### config.mk
export PLATFORM = sky130hd
export DESIGN_NAME = posit_encoder
export DESIGN_NICKNAME = d
export VERILOG_FILES = /design/src/rtl/posit_encoder.sv
export SDC_FILE = /design/constraint.sdc
export NUM_CORES = 1
export LEC_CHECK = 0
export BUFFER_PORTS_ARGS = -buffer_cell sky130_fd_sc_hd__buf_4
export CAP_MARGIN = 20
export CORE_MARGIN = 4
export CORE_UTILIZATION = 39
export DETAILED_ROUTE_END_ITERATION = 10
export PLACE_DENSITY_LB_ADDON = 0.08
export SYNTH_ARGS = -nofsm -noshare
export SYNTH_HDL_FRONTEND = slang
export SYNTH_SLANG_ARGS = --single-unit
### constraint.sdc
create_clock -name clk -period 2.3 [get_ports clk]
set_input_delay 0.46 -clock clk [delete_from_list [all_inputs] [get_ports clk]]
set_output_delay 0.46 -clock clk [all_outputs]
set_load 0.02 [all_outputs]
### src/rtl/posit_encoder.sv
// Packs decoded posit fields (sign, regime k, exponent, fraction) into a WIDTH-bit posit,
// rounding to nearest-even and clamping to maxpos/minpos, over three pipeline stages.
module posit_encoder #(
  parameter int WIDTH = 7,
  parameter int EN    = 1
) (
  input  logic             clk,
  input  logic             rst,
  input  logic             in_valid,
  output logic             in_ready,
  input  logic             in_sign,
  input  logic             in_zero,
  input  logic             in_nar,
  input  logic [7:0]       in_regime,
  input  logic [7:0]       in_exp,
  input  logic [7:0]       in_mant,
  output logic             out_valid,
  input  logic             out_ready,
  output logic [WIDTH-1:0] q
);

  localparam int N  = WIDTH;
  localparam int TW = EN + 8;
  localparam int BW = N + EN + 8;
  localparam logic [N-2:0] MAG_MAX = '1;
  localparam logic [N-2:0] MAG_MIN = (N-1)'(1);
  localparam logic [N-1:0] NAR_WORD = {1'b1, {(N-1){1'b0}}};
  localparam logic [N-1:0] ONE_WORD = N'(1);

  // Handshake: a stage takes new data when it is empty or its contents move on this
  // cycle; in_ready = ~v1 | load2, and the output holds while out_valid & ~out_ready.
  logic v1, v2, v3;
  logic load1, load2, load3;

  assign load3     = ~v3 | out_ready;
  assign load2     = ~v2 | load3;
  assign load1     = ~v1 | load2;
  assign in_ready  = load1;
  assign out_valid = v3;

  // Stage 1: regime run, terminator, exponent and fraction laid out MSB-first.
  logic [TW-1:0] tail;
  logic          unused_exp;

  if (EN > 0) begin : g_exp
    assign tail       = {in_exp[EN-1:0], in_mant};
    assign unused_exp = ^in_exp[7:EN];
  end else begin : g_noexp
    assign tail       = in_mant;
    assign unused_exp = ^in_exp;
  end

  logic          run_bit;
  logic [7:0]    run_len;
  logic [BW-1:0] seed;
  logic [BW-1:0] shaped;
  logic          sat_hi, sat_lo;

  // The run is shifted in from the top: k >= 0 gives k+1 ones, k < 0 gives -k zeros.
  assign run_bit = ~in_regime[7];
  assign run_len = run_bit ? (in_regime + 8'd1) : (8'd0 - in_regime);
  assign seed    = {~run_bit, tail, {(BW-1-TW){1'b0}}};
  assign shaped  = (seed >> run_len) | (run_bit ? ~({BW{1'b1}} >> run_len) : '0);
  assign sat_hi  = int'($signed(in_regime)) >= (N - 2);
  assign sat_lo  = int'($signed(in_regime)) <= -(N - 1);

  logic [N-2:0] s1_body;
  logic         s1_guard, s1_sticky, s1_sign, s1_zero, s1_nar, s1_sat_hi, s1_sat_lo;

  // Stage 2: round to nearest-even, then clamp into [minpos, maxpos].
  logic         inc;
  logic [N-1:0] sum;
  logic [N-2:0] mag;

  assign inc = s1_guard & (s1_sticky | s1_body[0]);
  assign sum = {1'b0, s1_body} + {{(N-1){1'b0}}, inc};

  always_comb begin
    mag = sum[N-2:0];
    if (s1_sat_lo) begin
      mag = MAG_MIN;
    end else if (s1_sat_hi || sum[N-1]) begin
      mag = MAG_MAX;
    end else if (sum[N-2:0] == '0) begin
      mag = MAG_MIN;
    end
  end

  logic [N-2:0] s2_mag;
  logic         s2_sign, s2_zero, s2_nar;

  // Stage 3: special values, then negate the magnitude for negative inputs.
  logic [N-1:0] word;
  logic [N-1:0] q_next;

  assign word = {1'b0, s2_mag};

  always_comb begin
    q_next = word;
    if (s2_nar) begin
      q_next = NAR_WORD;
    end else if (s2_zero) begin
      q_next = '0;
    end else if (s2_sign) begin
      q_next = ~word + ONE_WORD;
    end
  end

  always_ff @(posedge clk or posedge rst) begin
    if (rst) begin
      v1 <= 1'b0;
      v2 <= 1'b0;
      v3 <= 1'b0;
      q  <= '0;
    end else begin
      if (load1) v1 <= in_valid;
      if (load2) v2 <= v1;
      if (load3) begin
        v3 <= v2;
        if (v2) q <= q_next;
      end
    end
  end

  always_ff @(posedge clk) begin
    if (load1 && in_valid) begin
      s1_body   <= shaped[BW-1 -: N-1];
      s1_guard  <= shaped[BW-N];
      s1_sticky <= |shaped[BW-N-1:0];
      s1_sign   <= in_sign;
      s1_zero   <= in_zero;
      s1_nar    <= in_nar;
      s1_sat_hi <= sat_hi;
      s1_sat_lo <= sat_lo;
    end
    if (load2 && v1) begin
      s2_mag  <= mag;
      s2_sign <= s1_sign;
      s2_zero <= s1_zero;
      s2_nar  <= s1_nar;
    end
  end

endmodule

==> results of run 1 <==
-- worst max path at each step --
stage | start | endpoint | slack [ps] | cells past startpoint
floorplan | in_regime[3] | s1_body[4] | -190 | 7
global placement | in_regime[1] | s1_body[4] | -300 | 7
detailed placement | in_regime[1] | s1_body[4] | -320 | 7
CTS | in_regime[1] | s1_body[3] | 50 | 8
global route | in_regime[1] | s1_body[3] | -10 | 10
finish | in_regime[1] | s1_body[3] | 50 | 10
-- synth_stat cells, types with 4 or more instances --
library cell / instances
buf_6: 7
nor3_1: 5
xnor2_1: 7
and2_1: 5
a31oi_1: 6
o21ai_0: 16
inv_1: 10
xor2_1: 4
mux4_2: 5
nand3_1: 7
mux2i_1: 4
a21oi_1: 16
nand2_1: 16
nand2b_1: 6
nor2_1: 14
dfrtp_1: 10
ha_1: 7
o31ai_1: 4
edfxtp_1: 22
-- metal layers --
| metal | vias to the layer above | global-route usage | wire length (microns) |
|---|---|---|---|
| met5 | - | 0 | 0 |
| met4 | 0 | 0.0368 | 72 |
| met3 | 8 | 0.0437 | 264 |
| met2 | 35 | 0.232 | 2380 |
| met1 | 939 | 0.217 | 2690 |
| li1 | 1034 | - | - |
-- sequential cells by signal, indices dropped and copies added, names as in the netlist --
signal / cells
s1_sign: 1
s1_sticky: 1
s1_zero: 1
s2_nar: 1
s1_sat_lo: 1
s1_guard: 1
s2_sign: 1
s1_body: 6
q: 7
v2: 1
s1_nar: 1
v1: 1
s2_mag: 6
s2_zero: 1
out_valid: 1
s1_sat_hi: 1
-- what timing repair did --
action / in CTS / in global routing
setup endpoints to repair: 1 / 3
resized for setup: 0 / 1
pin swaps: 3 / 1
-- cell type report --
type	instances	area [sq um]	area share
multi-input cells	183	1350	0.440
clock inverters	2	12.5	0.00407
well taps	75	93.8	0.0305
flip-flops and latches	32	911	0.296
repair buffers	73	573	0.186
inverters	10	40.0	0.0130
clock buffers	6	93.8	0.0305
-- logic make-up (layout without fill, tap and decap cells) --
| logic type | after synthesis | in the layout | share of synthesized area |
|---|---|---|---|
| AND/OR/NAND/NOR | 79 | 79 | 0.181 |
| AO/OA/AOI/OAI | 73 | 73 | 0.210 |
| adder cells (fa/ha/maj) | 8 | 8 | 0.0407 |
| multiplexers | 11 | 11 | 0.0731 |
| buffers and inverters | 23 | 91 | 0.0679 |
| flip-flops | 32 | 32 | 0.380 |
| XOR/XNOR | 12 | 12 | 0.0470 |
-- cell usage in the layout (no fill, tap or decap), types with 5 or more instances in the layout --
cell type	n
buf_4	71
a21oi_1	15
nor2_1	14
a31oi_1	6
dfrtp_1	10
nand3_1	7
xnor2_1	7
mux4_2	5
nand2b_1	5
and2_1	5
ha_1	6
edfxtp_1	22
clkbuf_8	5
o21ai_0	16
inv_1	9
nand2_1	16
nor3_1	5
-- worst reg2reg max path: stages, from the launching register on --
cell	delay (ps)
edfxtp_1	390
o21a_1	180
ha_1	220
ha_1	240
and3_1	230
a31oi_1	390
o211ai_1	150
-- where the power goes --
group	internal [mW]	leakage [nW]	switching [mW]	total (mW)
clock	0.277	0.0523	0.216	0.492
sequential	0.686	0.336	0.0368	0.722
combinational	0.249	0.877	0.258	0.507
-- through the flow --
stage / power, mW / hold WS [ps]
after CTS: 1.74 / 151
after detailed placement: 1.24 / 405
after floorplan: 1.05 / 300
after global routing: 1.83 / 165
final: 1.72 / 143
after global placement: 1.24 / 405
==> results.sh, run 1 <==
export IMPL_num_fill_cells=558
export IMPL_powerDensity_mw_per_mm2=560
export IMPL_cts_clk_slew_worst_paths_ps=70
export IMPL_grt_overflow=0
export IMPL_path_buf_inv=4
export IMPL_fin_worst_skew_ps=7.14
export IMPL_cts_num_sinks=32
export IMPL_globalplace_congestion=0.792
export IMPL_netlist_area_sq_mm=0.00240
export IMPL_synth_edf_count=22
export IMPL_clock_fmax_ghz=0.445
export IMPL_dr_pass1_iters=4
export IMPL_leakagePower_nw=1.27
export IMPL_cap_violations=0
export IMPL_yosys_warnings=0
export IMPL_coreArea_sq_mm=0.00596
export IMPL_ant_nets=0
export IMPL_reg2reg_to="s2_mag[0]"
export IMPL_cts_setup_buffers=0
export IMPL_critPathSlowestCell="a2111o_1"
export IMPL_wl_microns=5410
export IMPL_grt_pass1_wl_microns=9070
export IMPL_cts_root_buf="clkbuf_8"
export IMPL_path_cells="buf_4, inv_1, ha_4, nand2b_4, a21oi_2, or3b_1, a2111o_1, buf_4, buf_4, o32ai_2"
export IMPL_die_area_sq_mm=0.00746
export IMPL_syn_inst=238
export IMPL_nets=343
export IMPL_synth_top_area_share=0.276
export IMPL_hold_path_class="in2async"
export IMPL_wl_per_cell_microns=14.2
export IMPL_path_class="in2reg"
export IMPL_ios=40
export IMPL_required_ps=2400
export IMPL_die_height_microns=86.4
export IMPL_initial_utilization=0.402
export IMPL_grt_pass1_vias=1900
export IMPL_synth_seq_cells=32
export IMPL_worst_pin_slew_ps=591
export IMPL_critPathArrivalTime_ps=2340
export IMPL_worst_slack_ps=53.8
export IMPL_insertion_delay_ps=290
export IMPL_drive_gt1_frac=0.359
export IMPL_drv_slew=0
export IMPL_r2r_start="s1_body[0]"
export IMPL_tritoncts="done"
export IMPL_final_area_sq_mm=0.00308
export IMPL_drtIter0Drc=55
export IMPL_synth_ff_type="edfxtp_1"
export IMPL_synth_area_top_cells="edfxtp_1 28%, dfrtp_1 10%, mux4_2 4.7%, ha_1 3.7%, a21oi_1 3.3%"
export IMPL_placedCellCount=373
export IMPL_placed_cell_area_sq_mm=0.00296
export IMPL_grt_max_degree=14
export IMPL_status="complete, no violations"
export IMPL_vdd_ir_drop_max_mv=0.323
export IMPL_synth_top_area_cell="edfxtp_1"
export IMPL_port_buffers=32
export IMPL_cts_hold_buf=0
export IMPL_syn_area_per_cell_sq_um=10.1
export IMPL_synth_fp_nets=276
export IMPL_syn2layout_area_growth_pct=28.4
export IMPL_relSlewSlack=0.606
export IMPL_setup_tns_ps=0
export IMPL_rsz0062_at_grt="true"
export IMPL_dp_slack_ps=-322
export IMPL_reg2reg_depth=6
export IMPL_cpMostUsedCell="buf_4"
export IMPL_utilization=0.517
export IMPL_crit_path_max_fanout=9
export IMPL_htree_levels=2
export IMPL_n_antenna_cell=0
export IMPL_rows=28
export IMPL_async_flop_share=0.313
export IMPL_viasPerCell=5.29
export IMPL_cts_buffers=5
export IMPL_setup_violations=0
export IMPL_final_cells=381
export IMPL_synth_distinct_cells=68
export IMPL_cts_buffer_depth=2
export IMPL_antenna_found_initial=0
export IMPL_grtUsageTotal=0.153
export IMPL_regToRegSetupSlack_ps=230
export IMPL_num_vias=2016
export IMPL_period_needed_ps=2250
export IMPL_hpwl_microns=4220
export IMPL_hold_viol=0
export IMPL_cp_start_kind="primary input"
export IMPL_die_w_microns=86.4
export IMPL_max_stage_delay_ps=410
export IMPL_drc=0
export IMPL_end_kind="flop"
export IMPL_critical_path_top_delay_family="compound AO/OA/AOI/OAI gates"
export IMPL_finalCritPeriodShare=0.977
export IMPL_synth_seq_area_share=0.380
No activity file was read; power rests on OpenSTA's default activity.
==> inputs of run 2 (changes only) <==
--- a/config.mk
+++ b/config.mk
@@ -11,6 +11,7 @@
 export CORE_UTILIZATION = 39
 export DETAILED_ROUTE_END_ITERATION = 10
 export PLACE_DENSITY_LB_ADDON = 0.08
+export REMOVE_ABC_BUFFERS = 1
 export SYNTH_ARGS = -nofsm -noshare
 export SYNTH_HDL_FRONTEND = slang
 export SYNTH_SLANG_ARGS = --single-unit
==> run 2 against run 1 <==
Critical path depth did not move. Die area did not move. Via count increased by 1.7%. Combinational power is 6.5% higher. Sequential share of layout area shrank 1.4 points. Global-route usage fell by 0.16 points. Register-to-register slack hardly changed. Non-clock buffer count rose by 11. Total power rose by 3.8%. Cell area rose by 5.1%. Cell count up 2.9%. Clock skew down 2.5 ps.
==> results.sh, run 2 (synthesis results as in run 1) <==
export IMPL_cts_hold_buf=0
export IMPL_cts_buffers=5
export IMPL_reg2reg_depth=6
export IMPL_p_total_mw=1.79
export IMPL_hold_viol=0
export IMPL_cts_num_sinks=32
export IMPL_wl_microns=5390
export IMPL_nets=354
export IMPL_wl_per_cell_microns=13.8
export IMPL_r2r_start="s1_body[0]"
export IMPL_fin_worst_skew_ps=4.67
export IMPL_critPathSlowestCell="o32a_1"
export IMPL_top_register="q"
export IMPL_rows=28
export IMPL_grt_pass1_wl_microns=9140
export IMPL_p_sw_frac=0.285
export IMPL_utilization=0.543
export IMPL_critPathArrivalTime_ps=2250
export IMPL_drv_slew=0
export IMPL_insertion_delay_ps=280
export IMPL_hpwl_microns=4250
export IMPL_power_frac_clock=0.294
export IMPL_cts_buffer_depth=2
export IMPL_p_int_mw=1.28
export IMPL_top_regs="q (7), s1_body (6), s2_mag (6)"
export IMPL_cap_violations=0
export IMPL_viasPerCell=5.23
export IMPL_cts_clk_slew_worst_paths_ps=70
export IMPL_finalCritPeriodShare=0.975
export IMPL_critical_path_top_delay_family="compound AO/OA/AOI/OAI gates"
export IMPL_globalplace_congestion=0.801
export IMPL_htree_levels=2
export IMPL_dr_pass1_iters=4
export IMPL_grt_pass1_vias=1947
export IMPL_mostFrequentLayoutCells="77 x buf_4, 22 x edfxtp_1, 16 x nand2_1"
export IMPL_max_stage_delay_ps=370
export IMPL_drtIter0Drc=99
export IMPL_tritoncts="done"
export IMPL_die_area_sq_mm=0.00746
export IMPL_cp_start_kind="primary input"
export IMPL_cts_root_buf="clkbuf_8"
export IMPL_reg2reg_to="s2_mag[0]"
export IMPL_relSlewSlack=0.594
export IMPL_drive_gt1_frac=0.407
export IMPL_powerDensity_mw_per_mm2=553
export IMPL_final_common_cell="buf_4"
export IMPL_hold_path_class="in2async"
export IMPL_leakagePower_nw=1.33
export IMPL_vdd_ir_drop_max_mv=0.381
export IMPL_p_sw_uw=508
export IMPL_path_buf_inv=4
export IMPL_crit_path_max_fanout=4
export IMPL_num_vias=2050
export IMPL_met1Wirelength_microns=2540
export IMPL_n_antenna_cell=0
export IMPL_path_class="in2reg"
export IMPL_wl_met2_microns=2580
export IMPL_dr_wl_met3_microns=212
export IMPL_die_w_microns=86.4
export IMPL_drc=0
export IMPL_syn2layout_area_growth_pct=34.9
export IMPL_setup_tns_ps=0
export IMPL_final_cells=392
export IMPL_placedCellCount=374
export IMPL_ios=40
export IMPL_grt_max_degree=14
export IMPL_top_layer="met4"
export IMPL_seqPwrFrac=0.404
export IMPL_antenna_found_initial=0
export IMPL_initial_utilization=0.402
export IMPL_port_buffers=32
export IMPL_clock_fmax_ghz=0.446
export IMPL_coreArea_sq_mm=0.00596
export IMPL_die_height_microns=86.4
export IMPL_grt_overflow=0
export IMPL_setup_violations=0
export IMPL_ant_nets=0
export IMPL_largest_reg_flops=7
export IMPL_required_ps=2310
export IMPL_path_cells="buf_6, buf_6, buf_4, or2b_2, o32a_1, buf_4, nand3_1, nor4_2, o311ai_2, o311ai_2"
export IMPL_pwr_share_comb=0.302
export IMPL_period_needed_ps=2240
export IMPL_regToRegSetupSlack_ps=220
export IMPL_fin_hold_ws_ps=149
export IMPL_status="complete, no violations"
export IMPL_end_kind="flop"
export IMPL_grtUsageTotal=0.151
export IMPL_worst_pin_slew_ps=609
run 2: power groups by stage:
stage | Combinational (mW) | Clock [mW] | Sequential, mW
after detailed placement | 0.498 | 0 | 0.735
after global placement | 0.494 | 0 | 0.733
final | 0.540 | 0.524 | 0.722
after CTS | 0.526 | 0.535 | 0.723
after floorplan | 0.251 | 0 | 0.751
after global routing | 0.595 | 0.565 | 0.730
run 2: repair_timing:
item / CTS / global route
setup endpoints to repair: 3 / 3
pin swaps: 7 / 9
resized for setup: 16 / 16
setup buffers: 9 / 3
run 2: cell type report:
| cell class | count | area (sq um) |
|---|---|---|
| clock buffer | 6 | 72.6 |
| multi-input combinational | 183 | 1420 |
| fill | 576 | 2720 |
| tap | 75 | 93.8 |
| clock inverter | 2 | 35.0 |
| timing repair buffer | 84 | 661 |
| sequential | 32 | 911 |
| inverter | 10 | 42.5 |
run 2: metal layers:
layer,up-vias,global-route usage
met3,7,0.0371
met4,0,0.0283
met2,36,0.253
met1,946,0.201
li1,1061,-
met5,-,0
run 2: worst max-delay path by stage:
stage / start / endpoint / slack [ps] / cells past startpoint
2_1_floorplan: in_regime[0] / s1_body[4] / -320 / 8
3_3_place_gp: in_regime[0] / s1_sticky / -330 / 10
3_5_place_dp: in_regime[1] / s1_body[4] / -360 / 10
4_1_cts: in_regime[1] / s1_sticky / 0.03 / 10
5_1_grt: in_regime[2] / s1_sticky / -2 / 12
6_report: in_regime[0] / s1_sticky / 60 / 10
run 2: per-stage QoR:
| step | worst slack [ps] | instance area, sq um |
|---|---|---|
| after floorplan | -321 | 2270 |
| after global placement | -330 | 2920 |
| after detailed placement | -356 | 2920 |
| after CTS | 0.0318 | 3170 |
| after global routing | -2.29 | 3230 |
| final | 56.4 | 3230 |
